## src/rtl/vga_frame_writer.sv

```systemverilog
// vga_frame_writer: unpacks 32-bit pixel words into framed RGB444 pixel writes; define VGA_FRAME_WRITER_GRAY_EN for 4x8-bit grayscale input words
module vga_frame_writer #(
  parameter int H_PIX = 512,
  parameter int V_PIX = 256,
  localparam int NPIX = H_PIX * V_PIX,
  localparam int CNT_W = $clog2(NPIX)
) (
  input  logic             clk,
  input  logic             rst,
  input  logic             start,
  input  logic             in_valid,
  input  logic [31:0]      in_data,
  output logic             in_ready,
  output logic             pix_we,
  output logic [11:0]      pix_wdata,
  output logic             frame_start,
  output logic             frame_done,
  output logic [CNT_W-1:0] pix_cnt
);
`ifdef VGA_FRAME_WRITER_GRAY_EN
  localparam int PPW = 4;
`else
  localparam int PPW = 2;
`endif
  localparam int SLOT_W = $clog2(PPW);
  typedef enum logic [1:0] {IDLE, ARM, RUN, DONE} state_t;
  state_t state_q;
  logic [31:0] hold_q, word_d;
  logic hold_vld_q, vld_d;
  logic [SLOT_W-1:0] slot_q, slot_d;
  logic last_slot, last_pix, accept;
  // hold_vld_q/slot_q describe the pixel currently on pix_wdata, so a new word
  // can be taken while the last slot of the previous one is being written
  function automatic logic [11:0] unpack(input logic [31:0] w, input logic [SLOT_W-1:0] s);
`ifdef VGA_FRAME_WRITER_GRAY_EN
    return {w[{s, 3'b111} -: 4], w[{s, 3'b111} -: 4], w[{s, 3'b111} -: 4]};
`else
    return w[{s, 4'b0000} +: 12];
`endif
  endfunction
  assign last_slot = slot_q == SLOT_W'(PPW - 1);
  assign last_pix  = pix_we && pix_cnt == CNT_W'(NPIX - 1);
  assign in_ready  = state_q == RUN && (!hold_vld_q || last_slot) && !last_pix;
  assign accept    = in_valid && in_ready;
  // next holding-register contents: a fresh word starts at slot 0, otherwise advance one slot
  always_comb begin
    word_d = accept ? in_data : hold_q;
    slot_d = accept ? '0 : slot_q + SLOT_W'(1);
    vld_d  = accept || (hold_vld_q && !last_slot);
  end
  // frame FSM with registered strobes, pixel output and saturating pixel count
  always_ff @(posedge clk or posedge rst) begin
    if (rst) begin
      state_q     <= IDLE;
      hold_q      <= '0;
      hold_vld_q  <= 1'b0;
      slot_q      <= '0;
      pix_we      <= 1'b0;
      pix_wdata   <= '0;
      pix_cnt     <= '0;
      frame_start <= 1'b0;
      frame_done  <= 1'b0;
    end else begin
      frame_start <= 1'b0;
      frame_done  <= 1'b0;
      case (state_q)
        IDLE: if (start) begin
          state_q     <= ARM;
          frame_start <= 1'b1;
          pix_cnt     <= '0;
        end
        ARM: state_q <= RUN;
        RUN: if (start) begin
          state_q     <= ARM;
          frame_start <= 1'b1;
          pix_cnt     <= '0;
          hold_vld_q  <= 1'b0;
          pix_we      <= 1'b0;
        end else begin
          hold_q     <= word_d;
          slot_q     <= slot_d;
          hold_vld_q <= vld_d;
          pix_we     <= vld_d;
          if (vld_d) pix_wdata <= unpack(word_d, slot_d);
          if (last_pix) begin
            state_q    <= DONE;
            frame_done <= 1'b1;
          end else if (pix_we) pix_cnt <= pix_cnt + CNT_W'(1);
        end
        default: state_q <= IDLE;
      endcase
    end
  end
endmodule

```

## config.mk

```make
export PLATFORM = sky130hd
export DESIGN_NAME = vga_frame_writer
export DESIGN_NICKNAME = d
export VERILOG_FILES = /design/src/rtl/vga_frame_writer.sv
export SDC_FILE = /design/constraint.sdc
export NUM_CORES = 1
export LEC_CHECK = 0
export CAP_MARGIN = 20
export CORE_MARGIN = 5
export CORE_UTILIZATION = 25
export DETAILED_ROUTE_END_ITERATION = 10
export GPL_TIMING_DRIVEN = 0
export SLEW_MARGIN = 10
export SYNTH_ARGS = -nofsm -noshare
export SYNTH_HDL_FRONTEND = slang
export SYNTH_SLANG_ARGS = --single-unit
```

## constraint.sdc

```tcl
create_clock -name clk -period 3.5 [get_ports clk]
set_input_delay 0.525 -clock clk [delete_from_list [all_inputs] [get_ports clk]]
set_output_delay 0.525 -clock clk [all_outputs]
set_load 0.01 [all_outputs]
```

# Yosys cells after proc, flatten, opt, wreduce, memory -nomap -nowiden
# Index checks and enable logic that the tools add are counted.
# classes
n_addsub	2
eq_ne	7
shift	1
muxes	17
bitwise_logic	1
n_reduce_logical	17
# ops
op	count
$mux 17	4
$pmux 17 s2	1
$mux 32	1
$shiftx 32x6->12	1
$add 17x1->17 const B	1
$eq 17x17->1 const B	1
$ne 3x3->1 const B	3
$mux 1	7
$mux 2	3
$pmux 2 s3	1
$logic_and 1x1->1	5
$reduce_and 2->1	2
$reduce_and 4->1	1
$logic_not 1->1	3
$reduce_and 3->1	1
$eq 2x1->1 const B	1
$eq 2x2->1 const B	1
$logic_not 2->1	1
$logic_or 1x1->1	2
$ne 2x2->1 const B	1
$reduce_bool 2->1	1
$reduce_or 2->1	1
$add 1x1->1 const B	1
$not 1->1	1
# totals
register_bits	67
wordCells	53

# Depth between registers and ports, before layout
# logic_depth
depth_word	7
depth_mapped	11
ltp_nobuf	9

# Worst setup path after synthesis
# OpenSTA, ideal clock, no wires.
# synth_path
path_kind	reg-to-reg
from	register pix_cnt[0]
to	register pix_wdata[0]
t_arrival_ns	2.402
required_time_ns	3.375
slack_ns	0.973
stages_incl_launch_ff	12
period_less_slack_ns	2.527
path_cell_list	dfrtp_1 -> ha_1 -> and2_1 -> nand2_1 -> nor3_1 -> ha_1 -> nand2b_4 -> a211o_1 -> buf_6 -> a21oi_2 -> buf_6 -> mux2_4
# synth_via
elab_chain_cells	7
# synth_rtl
item	line	text
start, declared	18	output logic [CNT_W-1:0] pix_cnt
start signal, assigned	88	end else if (pix_we) pix_cnt <= pix_cnt + CNT_W'(1);
$eq 17x17->1 (*)	42	assign last_pix = pix_we && pix_cnt == CNT_W'(NPIX - 1);
$logic_and 1x1->1 (*)	42	
$logic_not 1->1 (*)	43	assign in_ready = state_q == RUN && (!hold_vld_q || last_slot) && !last_pix;
$logic_and 1x1->1 (*)	43	
$logic_and 1x1->1 (*)	44	assign accept = in_valid && in_ready;
$mux 32, or another cell as far along	47	word_d = accept ? in_data : hold_q;
$shiftx 32x6->12 / $reduce_and 3->1 (equally long branches)	-	
end signal, assigned	84	if (vld_d) pix_wdata <= unpack(word_d, slot_d);
end, declared	15	output logic [11:0] pix_wdata,
# Mark *: on every way between the ends. The rest lies on a longest branch, timed or not.
# A chain may end at the register's enable or synchronous reset.

# Worst setup path after layout
# layout_path
from	register pix_cnt[6]
to	output port in_ready
# layout_via
elab_chain_cells	4
# layout_rtl
item	line	text
$eq 17x17->1	42	
$logic_and 1x1->1	42	
$logic_not 1->1	43	
$logic_and 1x1->1	43	
end, declared	13	output logic in_ready,
# No other way between the ends.

==> flow_summary_export.csv <==
group,metric,value,unit
sta,finClkSkew,0.00860,ns
cts,clk_path_buf_depth,2,
drt,drtIter0Drc,44,
sta,slew_headroom,49.3,%
cts,cts_root_buffer,"clkbuf_16",
yosys,synth_flop_cell,"dfrtp_1",
place,pre_cts_slack,0.690,ns
worst_setup_path,cp.required,2.97,ns
yosys,ys_seq_elements,59,
die,io_pins,69,
yosys,synth_warnings,0,
worst_setup_path,critical_path_class,"reg -> out",
global_routing,overflow,0,
global_routing,antenna_found_initial,0,
die,dieArea,0.0138,mm2
worst_setup_path,crit_buf_inv,1,
run_status,status,"complete, no violations",
layout,fin_cells,440,
sta,fmax,334,MHz
sta,hold_violations,0,
worst_setup_path,path_cells,"and4_1, nand2_1, nor3_1, ha_1, nand2b_4, a21oi_1, clkdlybuf4s50_1",
drt,viasPerCell,4.50,
power_and_ir_drop,power.density,615,mW/mm2
cts,worstSkewPairLatency,0.32,ns
global_routing,groute.usage.overall,10.4,%
layout,syn_to_final_growth,37.4,%
power_and_ir_drop,ir_worst_vdd,0.322,mV
drt,dr.pass1.iters,4,
place,port_buffers,60,
die,initial_core_util,25.3,%
yosys,syn-num-nets,260,
layout,n_antenna_cell,0,
sta,layout_min_cycle_time,2.99,ns
die,core,0.0114,mm2
cts,tritoncts,"built",
sta,slew_violations,0,
global_routing,grt_pass1_vias,2070,
global_routing,grt_max_degree,60,
worst_setup_path,max_stage_delay,0.57,ns
place,gp_congestion,0.771,
sta,rsz0062_at_grt,"no",
yosys,synthArstFlopShare,100,%
drt,postRouteAntennaNets,0,
cts,ctsHoldBuffers,0,
layout,nets,331,
worst_setup_path,cp-start-kind,"flip-flop",
cts,postCtsSetupBuffers,0,
yosys,avgSynthCellArea,13.0,um2
cts,cts_made_buffers,9,
sta,post-route-period-util,85.5,%
yosys,synth_common_cells,"dfrtp_1, mux2_2, mux2_4",
drt,dr_total_vias,1979,
sta,fin_ws,0.506,ns
yosys,synth_top_area_share,51.3,%
sta,finalSetupViolations,0,
worst_setup_path,crit_slowest_cell,"clkdlybuf4s50_1",
yosys,yosysSeqAreaShare,51.3,%
yosys,ys_top_cells_by_area,"dfrtp_1, mux2_2, mux2_4, nand2_1, or4_1",
worst_setup_path,crit_family,"simple AND/OR/NAND/NOR gates",
yosys,synth.distinct_cells,40,
yosys,synth.most_common_cell,"dfrtp_1",
die,rows,39,
hold_path,holdCritPathClass,"reg -> reg",
place,dpl.hpwl,4.61,mm
worst_setup_path,end_kind,"output pin",
job,cap_violations,0,
global_routing,grt_pass1_wl,10.8,mm
yosys,synth-edff-count,0,
place,placedCellCount,425,
drt,routedWlPerCell,14.9,um
cts,clock_sinks,59,
power_and_ir_drop,p_leak,1.72,nW
sta,tightestPinTransition,0.760,ns
worst_setup_path,crit_fanout,9,
worst_setup_path,arrival,2.47,ns
yosys,synth_top_area_cell,"dfrtp_1",
die,dieHeight,117,um
sta,setup_total_negative_slack,0,ns
layout,drive_above_1_share,28.3,%
cts,path_clk_slew,0.05,ns
cts,ctsResizeCount,0,
drt,wirelength,6.55,mm
drt,remaining_drc_errors,0,
die,die_w,117,um
cts,htree_levels,3,
yosys,syn-instance-count,222,
yosys,syn_area,0.00288,mm2
-- metal layers --
| layer | track usage (%) | vias up | wire length (um) |
|---|---|---|---|
| met5 | 0 | - | 0 |
| met4 | 2.52 | 0 | 31 |
| met3 | 3.96 | 4 | 375 |
| met2 | 16.6 | 50 | 3210 |
| met1 | 13.2 | 979 | 2930 |
| li1 | - | 946 | - |
-- power by group --
| part | leakage, nW | switching, mW | internal, mW |
|---|---|---|---|
| logic | 0.797 | 0.212 | 0.428 |
| registers | 0.779 | 0.0840 | 0.834 |
| clock network | 0.146 | 0.288 | 0.584 |
| total | 1.72 | 0.584 | 1.85 |
-- cells by family (layout without fill, tap and decap cells) --
family | count (synthesis) | count (layout) | share of synthesized area [%]
multiplexers | 60 | 60 | 25.8
flip-flops | 59 | 59 | 51.3
AND/OR/NAND/NOR | 50 | 50 | 10.3
AO/OA/AOI/OAI | 31 | 31 | 6.70
buffers and inverters | 15 | 90 | 3.43
XOR/XNOR | 5 | 5 | 1.52
adder cells (fa/ha/maj) | 2 | 2 | 0.869
-- final timing paths --
path / slack, ns / start / cells past startpoint / to
max reg2reg: 0.71 / pix_cnt[6] / 10 / hold_q[5]
min: 0.48 / hold_q[7] / 1 / hold_q[7]
min in group asynchronous: 0.67 / rst / 2 / pix_wdata[3]
max in group asynchronous: 2.29 / rst / 2 / pix_cnt[10]
min reg2reg: 0.48 / hold_q[7] / 1 / hold_q[7]
max: 0.51 / pix_cnt[6] / 7 / in_ready
-- through the flow --
step           power (mW)  util, %  instance area (um2)  hold slack (ns)
2_1_floorplan        1.34        -                 2880            0.452
3_3_place_gp         1.57     32.2                 3660            0.463
3_5_place_dp         1.58     32.2                 3660            0.474
4_1_cts              2.48     34.8                 3960            0.486
5_1_grt              2.57     34.8                 3960            0.508
6_report             2.43     34.8                 3960            0.483
-- state kept, by name, indices dropped and copies added, names as in the netlist --
name         count
pix_cnt         17
hold_q          24
pix_wdata       12
frame_done       1
state_q          2
frame_start      1
hold_vld_q       1
last_slot        1
-- cell usage in the layout (no fill, tap or decap), types with 3 or more instances in the layout --
master	Yosys	layout
a21oi_1	8	8
clkbuf_16	0	9
clkbuf_1	4	6
buf_4	3	3
o211ai_1	4	4
nor2_1	8	8
or4_1	6	6
o31ai_1	4	4
inv_1	4	3
clkdlybuf4s50_1	0	60
dfrtp_1	59	59
nand4_1	3	3
or3_1	3	3
nand2_1	14	14
o21ai_0	8	8
xor2_1	4	4
mux2_2	40	40
mux2_4	18	18
-- area by class of cell --
cell class	count	area [um2]
clock inverter	2	35.0
fill	1150	7410
buffer	10	80.1
inverter	5	21.3
clock buffer	13	260
multi-input combinational	148	1300
timing repair buffer	60	601
tap	143	179
sequential	59	1480
-- worst reg2reg max path, cell delays in order, from the launching register on --
cell,delay [ns]
dfrtp_1,0.41
and4_1,0.25
nand2_1,0.23
nor3_1,0.11
ha_1,0.25
nand2b_4,0.16
a211o_1,0.30
buf_6,0.15
nor2_4,0.21
buf_4,0.25
mux2_2,0.36
(Power assumes the default switching activity.)
